<file path="src/rtl/matched_filter_peak_detect.sv">
// Complex |x|^2 pipeline with windowed peak search and one-cycle report.
// Optional threshold qualification via `define PEAK_THRESHOLD_EN.
module matched_filter_peak_detect #(
  parameter int DATA_WIDTH    = 21,
  parameter int WINDOW_LENGTH = 64,
  parameter int INDEX_WIDTH   = 6
) (
  input  logic                         clock,
  input  logic                         nReset,
  input  logic                         startFlag,
  input  logic                         dataValid,
  input  logic signed [DATA_WIDTH-1:0] dataInRe,
  input  logic signed [DATA_WIDTH-1:0] dataInIm,
`ifdef PEAK_THRESHOLD_EN
  input  logic [2*DATA_WIDTH:0]        threshold,
`endif
  output logic [2*DATA_WIDTH:0]        peakMagnitude,
  output logic [INDEX_WIDTH-1:0]       peakIndex,
  output logic                         peakValidFlag,
  output logic                         busyFlag,
  output logic                         detectFlag
);

  localparam int PW = 2 * DATA_WIDTH;
  localparam int MW = 2 * DATA_WIDTH + 1;
  localparam logic [INDEX_WIDTH-1:0] LAST =
    INDEX_WIDTH'(WINDOW_LENGTH - 1);

  typedef enum logic [1:0] {
    IDLE,
    SEARCH,
    REPORT
  } state_t;

  state_t                  state_q, state_d;
  logic signed [PW-1:0]    re_sq_q, re_sq_d;
  logic signed [PW-1:0]    im_sq_q, im_sq_d;
  logic                    vld1_q, vld1_d;
  logic [MW-1:0]           mag_q, mag_d;
  logic                    mag_vld_q, mag_vld_d;
  logic [MW-1:0]           max_q, max_d;
  logic [INDEX_WIDTH-1:0]  idx_q, idx_d;
  logic [INDEX_WIDTH-1:0]  cnt_q, cnt_d;
  logic [MW-1:0]           pk_mag_q, pk_mag_d;
  logic [INDEX_WIDTH-1:0]  pk_idx_q, pk_idx_d;
  logic                    pk_vld_q, pk_vld_d;
  logic                    det_q, det_d;
  logic signed [PW-1:0]    re_x, im_x;
  logic                    det_hit;

  // Two-stage magnitude pipeline; squares are non-negative so the
  // zero-extended sum is exact.
  always_comb begin
    re_x      = {{DATA_WIDTH{dataInRe[DATA_WIDTH-1]}}, dataInRe};
    im_x      = {{DATA_WIDTH{dataInIm[DATA_WIDTH-1]}}, dataInIm};
    re_sq_d   = re_x * re_x;
    im_sq_d   = im_x * im_x;
    vld1_d    = dataValid;
    mag_d     = {1'b0, re_sq_q} + {1'b0, im_sq_q};
    mag_vld_d = vld1_q;
  end

`ifdef PEAK_THRESHOLD_EN
  assign det_hit = (max_q > threshold);
`else
  assign det_hit = 1'b1;
`endif

  // Search FSM: next state, running max/index/count and report loads.
  always_comb begin
    state_d  = state_q;
    max_d    = max_q;
    idx_d    = idx_q;
    cnt_d    = cnt_q;
    pk_mag_d = pk_mag_q;
    pk_idx_d = pk_idx_q;
    det_d    = det_q;
    pk_vld_d = 1'b0;
    unique case (state_q)
      IDLE: begin
        if (startFlag) begin
          state_d = SEARCH;
          max_d   = '0;
          idx_d   = '0;
          cnt_d   = '0;
        end
      end
      SEARCH: begin
        if (mag_vld_q) begin
          if (mag_q > max_q) begin
            max_d = mag_q;
            idx_d = cnt_q;
          end
          cnt_d = cnt_q + 1'b1;
          if (cnt_q == LAST) begin
            state_d = REPORT;
          end
        end
      end
      REPORT: begin
        pk_mag_d = max_q;
        pk_idx_d = idx_q;
        det_d    = det_hit;
        pk_vld_d = 1'b1;
        state_d  = IDLE;
      end
      default: state_d = IDLE;
    endcase
  end

  // State and datapath registers, all cleared by async reset.
  always_ff @(posedge clock or negedge nReset) begin
    if (!nReset) begin
      state_q   <= IDLE;
      re_sq_q   <= '0;
      im_sq_q   <= '0;
      vld1_q    <= 1'b0;
      mag_q     <= '0;
      mag_vld_q <= 1'b0;
      max_q     <= '0;
      idx_q     <= '0;
      cnt_q     <= '0;
      pk_mag_q  <= '0;
      pk_idx_q  <= '0;
      pk_vld_q  <= 1'b0;
      det_q     <= 1'b0;
    end else begin
      state_q   <= state_d;
      re_sq_q   <= re_sq_d;
      im_sq_q   <= im_sq_d;
      vld1_q    <= vld1_d;
      mag_q     <= mag_d;
      mag_vld_q <= mag_vld_d;
      max_q     <= max_d;
      idx_q     <= idx_d;
      cnt_q     <= cnt_d;
      pk_mag_q  <= pk_mag_d;
      pk_idx_q  <= pk_idx_d;
      pk_vld_q  <= pk_vld_d;
      det_q     <= det_d;
    end
  end

  assign peakMagnitude = pk_mag_q;
  assign peakIndex     = pk_idx_q;
  assign peakValidFlag = pk_vld_q;
  assign detectFlag    = det_q;
  assign busyFlag      = (state_q != IDLE);

endmodule

</file>
<file path="config.mk">
export PLATFORM = sky130hd
export DESIGN_NAME = matched_filter_peak_detect
export DESIGN_NICKNAME = d
export VERILOG_FILES = /design/src/rtl/matched_filter_peak_detect.sv
export SDC_FILE = /design/constraint.sdc
export NUM_CORES = 2
export LEC_CHECK = 0
export CORE_AREA = 8 8 349 351
export CTS_BUF_LIST = sky130_fd_sc_hd__clkbuf_4
export DETAILED_ROUTE_END_ITERATION = 12
export DIE_AREA = 0 0 357 359
export GPL_ROUTABILITY_DRIVEN = 1
export HOLD_SLACK_MARGIN = 0.15
export PLACE_DENSITY_LB_ADDON = 0.05
export SLEW_MARGIN = 20
export SYNTH_ARGS = -nofsm -noshare
export SYNTH_HDL_FRONTEND = slang
export SYNTH_SLANG_ARGS = --single-unit
</file>
<file path="constraint.sdc">
create_clock -name clock -period 6 [get_ports clock]
set_clock_uncertainty 0.05 [all_clocks]
set_input_delay 1.2 -clock clock [delete_from_list [all_inputs] [get_ports clock]]
set_output_delay 1.2 -clock clock [all_outputs]
set_load 0.01 [all_outputs]
</file>
==> flow_metrics.env <==
export IMPL_outcome="finished, violations left"
export IMPL_violations="negative setup slack"
export IMPL_syn_avg_cell_area_sq_um=9.63
export IMPL_grt_pass1_wl_um=179000
export IMPL_synth_edff_count=0
export IMPL_setup_violations_final=51
export IMPL_start_kind="input port"
export IMPL_cp_max_fo=6
export IMPL_initial_core_util=0.345
export IMPL_final_common_cell="inv_1"
export IMPL_yosysSeqAreaShare=0.146
export IMPL_critPathMaxStageDelay_ns=0.60
export IMPL_drtIter0Drc=1007
export IMPL_cp_data_arrival_time_ns=7.33
export IMPL_grt_ovfl_total=0
export IMPL_drc_errors=0
export IMPL_antenna_left=0
export IMPL_synth_top_area_cell="fa_1"
export IMPL_io_buffers=97
export IMPL_clk_latency_ns=0.77
export IMPL_cp_end_kind="flip-flop"
export IMPL_critical_path_class="in2reg"
export IMPL_num_rows=126
export IMPL_path_clk_slew_ns=0.05
export IMPL_drtPass1Iterations=5
export IMPL_synthTopCellsByArea="fa_1 (41%), dfrtp_1 (15%), inv_1 (11%)"
export IMPL_final_area_sq_um=53200
export IMPL_crit_path_frequent_cell="fa_1"
export IMPL_core_area_sq_um=117000
export IMPL_cp_top_family="adder cells"
export IMPL_syn_cell_area_sq_um=40300
export IMPL_fin_util=0.456
export IMPL_nFillCells=11500
export IMPL_wl_per_cell_um=16.5
export IMPL_slew_violations=0
export IMPL_final_cell_mix="inv_1 (1073), fa_1 (755), buf_4 (628)"
export IMPL_nets=6256
export IMPL_via_per_inst=4.49
export IMPL_worstPathRequired_ns=6.57
export IMPL_num_vias=29700
export IMPL_drive_gt1_frac=0.296
export IMPL_max_freq_mhz=148
export IMPL_area_growth_pct=32.1
export IMPL_place_detailed_hpwl_um=90900
export IMPL_cts_sinks=235
export IMPL_cts_root_buf="clkbuf_4"
export IMPL_fin_ws_ns=-0.759
export IMPL_hold_viol_final=0
export IMPL_cp_slowest_cell="fa_2"
export IMPL_synth_flop_cell="dfrtp_1"
export IMPL_cts_buffers=73
export IMPL_grt_setup_unrepaired="true"
export IMPL_cts_tree="yes"
export IMPL_fin_crit_ns=6.76
export IMPL_grt_util_all_layers=0.176
export IMPL_maxCapViolations=0
export IMPL_period_share=1.13
export IMPL_async_reset_ff_frac=1.00
export IMPL_htreeDepth=3
export IMPL_gp_congestion=0.801
export IMPL_critPathBufInv=8
export IMPL_tightest_slew_ns=1.05
export IMPL_die_x_um=357
export IMPL_design_die_area_sq_um=128000
export IMPL_hold_buffers=0
export IMPL_synthDistinctLibCells=78
export IMPL_syn_nets=5400
export IMPL_place_area_sq_um=48600
export IMPL_ys_seq_elements=235
export IMPL_cts_max_path_buffers=3
export IMPL_netlist_instances=4184
export IMPL_min_delay_path_class="reg2reg"
export IMPL_grt_max_degree=139
export IMPL_yosys_warnings=0
export IMPL_grt_pass1_vias=33300
export IMPL_post_place_ws_ns=-2.21
export IMPL_die_y_um=359
export IMPL_holdWs_ns=0.296
export IMPL_yosys_area_top_type_share=0.413
export IMPL_ios=98
export IMPL_antenna_found_initial=5
export IMPL_routed_wl_um=109000
export IMPL_relSlewSlack=0.297
==> layout make-up <==
class                   count  area, sq um  area share
multi-input cells        2671        31800       0.597
repair buffers            894         8370       0.157
flip-flops and latches    235         5880       0.111
inverters                1165         4390      0.0825
well taps                1536         1920      0.0361
clock buffers              98          736      0.0138
clock inverters            21          114     0.00214
diodes                      4         10.0    0.000188
==> cells by family (layout without fill, tap and decap cells) <==
group                      Yosys count  in the layout  synth area share
AOI/OAI and AO/OA                  423            423            0.0689
xor gates and xnor gates           150            150            0.0326
adders and majority gates         1170           1170             0.518
buffers and inverters             1278           2178             0.119
DFF                                235            235             0.146
muxes                               60             60            0.0165
other                                0              4                 0
and+or+nand+nor                    868            868            0.0986
==> worst register-to-register path: cells and delay by family, from the launching register on <==
kind,cells,cell delay [ns]
compound gates,2,1.35
fa+ha+maj,1,0.34
buf+inv,1,0.32
flops,1,0.50
mux,1,0.39
simple gates,2,0.69
==> cell usage after synthesis, types with 15 or more instances <==
cell / n
fa_1: 831
dfrtp_1: 235
nor2_1: 201
nand2_1: 371
xor2_1: 43
nand2b_1: 17
nand4_1: 23
and3_1: 17
nand3_1: 27
o21a_1: 16
nor2b_1: 15
a21o_1: 63
mux2_2: 51
inv_1: 1161
ha_1: 339
o21ai_0: 105
nor3_1: 28
and2_1: 131
a211oi_1: 19
clkbuf_1: 101
a21oi_1: 105
xnor2_1: 107
==> state kept, by name (all words and copies together) (netlist names) <==
signal and count:
idx_q 6, mag_vld_q 1, max_q 43, cnt_q 6, peakValidFlag 1, mag_q 43
im_sq_q 41, peakIndex 6, mag_vld_d 1, peakMagnitude 43, detectFlag 1, state_q 2
re_sq_q 41
==> metrics by stage <==
step,instances,TNS (ns)
finish,6624,-23.31
global route,6624,-30.22
CTS,6576,-21.87
detailed placement,6321,-104.41
global placement,6321,-104.43
floorplan,4184,-38.56
==> routing by layer <==
layer | up-vias | share of wire | GRT usage
li1 | 14300 | - | -
met2 | 291 | 0.52 | 0.318
met1 | 15000 | 0.44 | 0.230
met3 | 102 | 0.025 | 0.0192
met5 | - | 0 | 0
met4 | 0 | 0.015 | 0.0317
==> path summary, 6_finish.rpt <==
path / from / end / slack, ns / depth (start not counted)
max in group asynchronous: nReset / im_sq_q[39] / 4.28 / 2
worst min-delay path: mag_vld_d / mag_vld_q / 0.30 / 0
min in group asynchronous: nReset / peakMagnitude[4] / 0.36 / 1
worst max register to register: mag_q[27] / max_q[41] / 2.23 / 7
worst min register to register: mag_vld_d / mag_vld_q / 0.30 / 0
worst max-delay path: dataInIm[8] / im_sq_q[39] / -0.76 / 25
==> repair_timing <==
item | 4_1_cts | 5_1_grt
pin swaps | 222 | 210
resized for setup | 544 | 276
setup endpoints to repair | 61 | 60
cloned | 20 | 0
buffers inserted | 120 | 56
Power is not shown: default switching activity piles up to over one toggle a cycle in this logic, so the estimate is an artifact.
